### src/rtl/sparse_config_sequencer.sv
// Configuration sequencer: streams bitstream words into config writes, then runs
// a flush/release preamble and a timed RUN phase until the array reports done.
module sparse_config_sequencer #(
    parameter int unsigned FLUSH_CYCLES   = 16,
    parameter int unsigned RELEASE_CYCLES = 2,
    parameter int unsigned TIMEOUT_CYCLES = 20000
) (
    input  logic        clk,
    input  logic        reset,
    input  logic        start,
    input  logic        bs_valid,
    input  logic [63:0] bs_data,
    input  logic        bs_last,
    output logic        bs_ready,
    output logic [31:0] config_config_addr,
    output logic [31:0] config_config_data,
    output logic        config_write,
    output logic        config_read,
    output logic        stall,
    output logic        flush,
    input  logic        array_done,
    output logic [63:0] cycle_count,
    output logic [15:0] word_count,
    output logic        busy,
    output logic        done,
    output logic        timed_out
);

    typedef enum logic [2:0] {
        S_IDLE,
        S_CONFIG,
        S_FLUSH,
        S_RELEASE,
        S_RUN,
        S_DONE,
        S_TIMEOUT
    } state_t;

    state_t      state_q, state_d;
    logic [31:0] phase_q, phase_d;
    logic [63:0] cycle_q, cycle_d;
    logic [15:0] words_q, words_d;
    logic [31:0] addr_q, addr_d;
    logic [31:0] data_q, data_d;
    logic        write_q, write_d;
    logic        handshake;

    // bs_ready is only ever high in CONFIG, so the state test is the handshake qualifier.
    assign handshake = bs_valid && (state_q == S_CONFIG);

    always_ff @(posedge clk) begin
        if (reset) begin
            state_q <= S_IDLE;
            phase_q <= '0;
            cycle_q <= '0;
            words_q <= '0;
            addr_q  <= '0;
            data_q  <= '0;
            write_q <= 1'b0;
        end else begin
            state_q <= state_d;
            phase_q <= phase_d;
            cycle_q <= cycle_d;
            words_q <= words_d;
            addr_q  <= addr_d;
            data_q  <= data_d;
            write_q <= write_d;
        end
    end

    always_comb begin
        state_d   = state_q;
        phase_d   = phase_q;
        cycle_d   = cycle_q;
        words_d   = words_q;
        addr_d    = addr_q;
        data_d    = data_q;
        write_d   = 1'b0;
        bs_ready  = 1'b0;
        stall     = 1'b1;
        flush     = 1'b0;
        busy      = 1'b0;
        done      = 1'b0;
        timed_out = 1'b0;

        if (handshake) begin
            addr_d  = bs_data[63:32];
            data_d  = bs_data[31:0];
            write_d = 1'b1;
            if (words_q != '1) begin
                words_d = words_q + 16'd1;
            end
        end

        case (state_q)
            S_IDLE, S_DONE, S_TIMEOUT: begin
                done      = (state_q == S_DONE);
                timed_out = (state_q == S_TIMEOUT);
                if (start) begin
                    state_d = S_CONFIG;
                    cycle_d = '0;
                    words_d = '0;
                end
            end
            S_CONFIG: begin
                bs_ready = 1'b1;
                busy     = 1'b1;
                if (bs_valid && bs_last) begin
                    state_d = S_FLUSH;
                    phase_d = '0;
                end
            end
            S_FLUSH: begin
                flush = 1'b1;
                busy  = 1'b1;
                if (phase_q == FLUSH_CYCLES - 32'd1) begin
                    state_d = S_RELEASE;
                    phase_d = '0;
                end else begin
                    phase_d = phase_q + 32'd1;
                end
            end
            S_RELEASE: begin
                flush = 1'b1;
                stall = 1'b0;
                busy  = 1'b1;
                if (phase_q == RELEASE_CYCLES - 32'd1) begin
                    state_d = S_RUN;
                    phase_d = '0;
                end else begin
                    phase_d = phase_q + 32'd1;
                end
            end
            S_RUN: begin
                stall = 1'b0;
                busy  = 1'b1;
                // The current cycle is counted before deciding, so the final value equals RUN cycles spent.
                cycle_d = cycle_q + 64'd1;
                if (array_done) begin
                    state_d = S_DONE;
                end else if (cycle_d == 64'(TIMEOUT_CYCLES)) begin
                    state_d = S_TIMEOUT;
                end
            end
            default: begin
                state_d = S_IDLE;
            end
        endcase
    end

    assign config_config_addr = addr_q;
    assign config_config_data = data_q;
    assign config_write       = write_q;
    assign config_read        = 1'b0;
    assign cycle_count        = cycle_q;
    assign word_count         = words_q;

endmodule

### config.mk
export PLATFORM = sky130hd
export DESIGN_NAME = sparse_config_sequencer
export DESIGN_NICKNAME = d
export VERILOG_FILES = /design/src/rtl/sparse_config_sequencer.sv
export SDC_FILE = /design/constraint.sdc
export NUM_CORES = 1
export LEC_CHECK = 0
export ABC_AREA = 1
export CAP_MARGIN = 10
export CELL_PAD_IN_SITES_DETAIL_PLACEMENT = 0
export CELL_PAD_IN_SITES_GLOBAL_PLACEMENT = 2
export CORE_MARGIN = 2
export CORE_UTILIZATION = 24
export CTS_BUF_LIST = sky130_fd_sc_hd__clkbuf_8 sky130_fd_sc_hd__clkbuf_16
export DETAILED_ROUTE_END_ITERATION = 7
export GPL_ROUTABILITY_DRIVEN = 0
export HOLD_SLACK_MARGIN = 0.05
export PLACE_DENSITY_LB_ADDON = 0.1
export SLEW_MARGIN = 20
export SYNTH_ARGS = -nofsm -noshare
export SYNTH_HDL_FRONTEND = slang
export SYNTH_SLANG_ARGS = --single-unit
### constraint.sdc
create_clock -name clk -period 2.13 [get_ports clk]
set_clock_uncertainty 0.15 [all_clocks]
set_input_delay 0.426 -clock clk [delete_from_list [all_inputs] [get_ports clk]]
set_output_delay 0.426 -clock clk [all_outputs]
set_load 0.01 [all_outputs]
After elaboration in Yosys (flattened, before gate mapping)
Cells that the tools add are included.
{"block": "word_totals", "ff_bits": 180, "input_bits": 70, "out_inout_bits": 152, "wordCells": 61}
{"block": "classes", "add_sub_neg": 3, "n_eq_ne": 15, "mux": 24, "n_reduce_logical": 12}
{"op": "64-bit one-hot mux with 2 select lines", "count": 1}
{"op": "32-bit 2-to-1 mux", "count": 3}
{"op": "32-bit one-hot mux with 3 select lines", "count": 1}
{"op": "64-bit by 1-bit adder with 64-bit output (second input constant)", "count": 1}
{"op": "64-bit by 15-bit equality test with 1-bit output (second input constant)", "count": 1}
{"op": "16-bit 2-to-1 mux", "count": 4}
{"op": "64-bit 2-to-1 mux", "count": 1}
{"op": "32-bit by 1-bit adder with 32-bit output (second input constant)", "count": 1}
{"op": "32-bit by 1-bit equality test with 1-bit output (second input constant)", "count": 1}
{"op": "32-bit by 4-bit equality test with 1-bit output (second input constant)", "count": 1}
{"op": "3-bit 2-to-1 mux", "count": 6}
{"op": "16-bit by 1-bit adder with 16-bit output (second input constant)", "count": 1}
{"op": "16-bit inequality test (second input constant)", "count": 1}
{"op": "3-bit one-hot mux with 5 select lines", "count": 1}
{"op": "3-bit equality test (second input constant)", "count": 3}
{"op": "1-bit 2-to-1 mux", "count": 7}
{"op": "3-bit by 2-bit equality test with 1-bit output (second input constant)", "count": 2}
{"op": "2-bit inequality test (second input constant)", "count": 3}
{"op": "5-bit AND reduction", "count": 1}
{"op": "2-bit AND reduction", "count": 2}
{"op": "2-bit OR reduction", "count": 2}
{"op": "4-bit OR reduction", "count": 1}
{"op": "3-bit by 1-bit equality test with 1-bit output (second input constant)", "count": 1}
{"op": "3-bit logical NOT", "count": 1}
{"op": "6 further kinds", "count": 7}

Longest topological paths before layout
{"block": "logic_depth", "word_depth": 5, "mapped_depth": 18, "ltp_nobuf": 17}

Worst setup path before layout
OpenSTA, ideal clock, no wires.
{"block": "synth_path", "path_type": "reg-to-reg", "from": "register cycle_q[0], in the netlist cycle_count[0]", "to": "register state_q[0]", "arrival_ns": 2.061, "t_required_ns": 1.848, "setup_slack_ns": -0.213, "stages_incl_launch_ff": 18, "path_buffers": 1, "period_less_slack_ns": 2.343, "path_cell_list": "dfxtp_1 ha_1 inv_1 nor2_4 nand2_2 nor2_4 buf_6 nand2_1 nand2_1 nand2_1 nor2_1 nand2_1 nor2_1 nand2_1 nor2_2 nand3_2 nand3_1 a21oi_1"}
{"block": "synth_between", "elab_chain_cells": 4}
{"element": "start: declaration", "line_no": "41", "text": "logic [63:0] cycle_q, cycle_d;"}
{"element": "start signal: assignment", "line_no": "63", "text": "cycle_q <= cycle_d;"}
{"element": "64-bit by 1-bit adder with 64-bit output", "line_no": "138", "text": "cycle_d = cycle_q + 64'd1;"}
{"element": "64-bit by 15-bit equality test with 1-bit output", "line_no": "141", "text": "end else if (cycle_d == 64'(TIMEOUT_CYCLES)) begin"}
{"element": "3-bit inequality test (no source line)"}
{"element": "5-bit AND reduction (no source line)"}
{"element": "end signal: assignment", "line_no": "61", "text": "state_q <= state_d;"}
{"element": "end: declaration", "line_no": "39", "text": "state_t state_q, state_d;"}
No other way between the ends.
A chain may end at the register's enable or synchronous reset.

Worst setup path after layout
Ends and elaborated chain as after synthesis.

==> impl_metrics.tcl <==
set metrics [dict create \
    rsz_0062_raised_after_global_routing "true" \
    critical_path.reg2reg.endpoint "state_q[0]$_SDFFE_PP0P_" \
    r2r-start "cycle_count[0]$_SDFFE_PP0P_" \
    failing_checks "negative setup slack" \
    drt.antenna.violating_nets 0 \
    timing.critical_path.from_type "flip-flop" \
    pin_count 222 \
    starting_density 0.244 \
    drv.max_cap_violation_count 0 \
    worstSetupEndpoint "state_q[0]$_SDFFE_PP0P_" \
    floorplan.die_area_sq_um 42400 \
    seq_area_frac_synth 0.369 \
    crit_fanout 8 \
    wirelength_microns 43600 \
    cts_hold_buffers 0 \
    layout.nets 2209 \
    worst_ir_drop_vdd_mv 0.677 \
    synth_top_cells_by_area "sky130_fd_sc_hd__dfxtp_1 37%, sky130_fd_sc_hd__nand2_1 17%, sky130_fd_sc_hd__nor2_1 14%" \
    detailed_place.area_sq_um 15100 \
    regToRegSetupSlack_ps -350 \
    grt_max_degree 74 \
    grt_pass1_vias 11700 \
    finalPower_mw 11.2 \
    worst_hold_path_type "input pin to flip-flop" \
    outcome "finished with violations" \
    hpwl_microns 33700 \
    crit_type "flip-flop to flip-flop" \
    yosys_register_bits 180 \
    synth_flop_cell "sky130_fd_sc_hd__dfxtp_1" \
    yosys.cell_types.count 43 \
    cts-buffers-inserted 17 \
    worst_ep_required_time_ps 2350 \
    rows 73 \
    drt_iter0_markers 474 \
    cts_sinks 180 \
    avgRoutedWirePerCell_microns 16.3 \
    grt.overflow.total 0 \
    drt_pre_antenna_iters 5 \
    post-route-min-period_ps 2480 \
    netlist_instances 1575 \
    reg2reg_depth 17 \
    maxClockFrequency_mhz 403 \
    synth_top_cell_area_share 0.369 \
    grt.total_usage 0.208 \
    timing_worst_slew_pin_value_ps 645 \
    clock_tree_from_tritoncts "built" \
    cell_chosen_for_the_clock_root "sky130_fd_sc_hd__clkbuf_16" \
    finalWorstSetupSlack_ps -350 \
    cp.arrival_ps 2700 \
    slew_violations 0 \
    post-route-cell-area_sq_um 16800 \
    timing_hold_violations_final 0 \
    layout_commonest_cell "sky130_fd_sc_hd__nand2_1" \
    ys_async_sr_fraction 0 \
    buffer_levels_on_the_longest_clock_path 2 \
    cts-htree-levels 4 \
    period_share 1.16 \
    final_layout_size_suffix_gt1_frac 0.309 \
    clkLatencyLatePin_ps 500 \
    floorplan.die.height_microns 206 \
    netlist.top_cell.by_area "sky130_fd_sc_hd__dfxtp_1" \
    total_number_of_vias 11800 \
    port-buffer-count 220 \
    synth-warning-count 0 \
    core_sq_um 40000 \
    grt_antenna_before_repair 1 \
    die_x_microns 206 \
    drt_drc_violations_left 0 \
    synth_area_sq_um 9780 \
    slew_headroom 0.565 \
    pre_cts_slack_ps -648 \
    synth-edff-count 0 \
    synth.net_count 1650 \
    area.growth.synth_to_final_pct 71.4 \
    power.static_leakage_nw 7.28 \
    cts.clk_slew.worst_paths_ps 80 \
    first_pass_grt_wire_length_microns 66300 \
    syn_avg_cell_area_sq_um 6.21 \
    worstSetupStartpoint "cycle_count[0]$_SDFFE_PP0P_" \
    endpoint_type_of_the_worst_setup_path "flip-flop" \
    power_density_nw_per_um2 671 \
    layout.cells.most_common_list "395 x sky130_fd_sc_hd__nand2_1, 349 x sky130_fd_sc_hd__buf_4, 302 x sky130_fd_sc_hd__nor2_1" \
    setup-violations-final 5 \
    avgViaCountPerCell 4.42 \
]
==> stage by stage <==
step	TNS, ps	hold WS (ps)	instances	utilization
4_1_cts	-1660	254	2655	0.406
2_1_floorplan	0	311	1575	-
3_3_place_gp	-12850	325	2610	0.378
6_report	-1290	282	2673	0.419
5_1_grt	-2430	290	2672	0.419
3_5_place_dp	-13360	335	2610	0.378
==> synth_stat cells, types with 6 or more instances <==
master	instances
sky130_fd_sc_hd__nand3b_1	15
sky130_fd_sc_hd__clkbuf_1	43
sky130_fd_sc_hd__a211oi_1	8
sky130_fd_sc_hd__nand4_1	32
sky130_fd_sc_hd__nand2_1	449
sky130_fd_sc_hd__nor3b_1	7
sky130_fd_sc_hd__nand2_2	9
sky130_fd_sc_hd__inv_1	131
sky130_fd_sc_hd__nor2_2	6
sky130_fd_sc_hd__nand3_1	61
sky130_fd_sc_hd__a21oi_1	77
sky130_fd_sc_hd__nor2_1	362
sky130_fd_sc_hd__xor2_1	12
sky130_fd_sc_hd__o21ai_0	88
sky130_fd_sc_hd__nor2_4	10
sky130_fd_sc_hd__nor3_1	23
sky130_fd_sc_hd__xnor2_1	10
sky130_fd_sc_hd__dfxtp_1	180
==> kinds of logic (layout without fill, tap and decap cells) <==
family	Yosys count	after routing	synth area share
adders and majority gates	5	5	0.00640
AOI/OAI and AO/OA	192	192	0.105
buffers and inverters	186	758	0.0736
and+or+nand+nor	989	989	0.426
other	1	2	0.000384
xor gates and xnor gates	22	22	0.0197
DFF	180	180	0.369
==> flip-flops by register name, indices dropped and copies added (netlist names) <==
name                cells
phase_q                32
config_config_data     32
state_q                 3
config_config_addr     32
cycle_count            64
word_count             16
config_write            1
==> worst min path at each step <==
stage                                        start  depth (start not counted)  slack, ps                   endpoint
after global placement    phase_q[24]$_SDFFE_PP0P_                          2        320   phase_q[24]$_SDFFE_PP0P_
final                                        reset                          5        280  word_count[15]$_SDFF_PP0_
after detailed placement  phase_q[24]$_SDFFE_PP0P_                          2        330   phase_q[24]$_SDFFE_PP0P_
after floorplan           phase_q[24]$_SDFFE_PP0P_                          2        310   phase_q[24]$_SDFFE_PP0P_
after CTS                                    reset                          5        250  word_count[15]$_SDFF_PP0_
after global routing                         reset                          5        290  word_count[15]$_SDFF_PP0_
==> layout make-up <==
type	count	area, sq um
antenna	1	2.50
clock buffer	18	439
clock inverter	14	158
fill	4320	23200
inverter	134	508
multi-input combinational	1209	6170
sequential	180	3700
tap	525	657
timing repair buffer	592	5130
==> power breakdown <==
| group | internal, mW | switching (mW) |
|---|---|---|
| sequential | 3.67 | 0.168 |
| combinational | 1.74 | 2.28 |
| clock | 1.70 | 1.69 |
| total | 7.11 | 4.14 |
==> layer usage <==
| layer | vias up | global-route usage | part of all wire |
|---|---|---|---|
| met2 | 234 | 0.339 | 0.47 |
| met5 | - | 0 | 0.00030 |
| met3 | 38 | 0.0638 | 0.063 |
| met1 | 5405 | 0.262 | 0.45 |
| li1 | 6131 | - | - |
| met4 | 2 | 0.0628 | 0.016 |
==> timing repair <==
action,4_1_cts,5_1_grt
setup endpoints to repair,93,129
resized for setup,238,125
buffers inserted,13,17
pin swaps,37,53
==> critical path: stages, from the launching register on <==
cell	delay (ps)
sky130_fd_sc_hd__dfxtp_4	370
sky130_fd_sc_hd__ha_4	130
sky130_fd_sc_hd__inv_2	40
sky130_fd_sc_hd__nor2_4	160
sky130_fd_sc_hd__nand2_4	90
sky130_fd_sc_hd__nor2_4	220
sky130_fd_sc_hd__buf_6	180
sky130_fd_sc_hd__nand2_2	60
sky130_fd_sc_hd__nand2_2	80
sky130_fd_sc_hd__nand2_4	70
sky130_fd_sc_hd__nor2_4	120
sky130_fd_sc_hd__nand2_2	90
sky130_fd_sc_hd__nor2_2	120
sky130_fd_sc_hd__nand2_2	80
sky130_fd_sc_hd__nor2_4	120
sky130_fd_sc_hd__nand3_4	130
sky130_fd_sc_hd__nand3_2	90
sky130_fd_sc_hd__a21oi_2	50
Note: power is estimated with default switching activity, not from simulation.
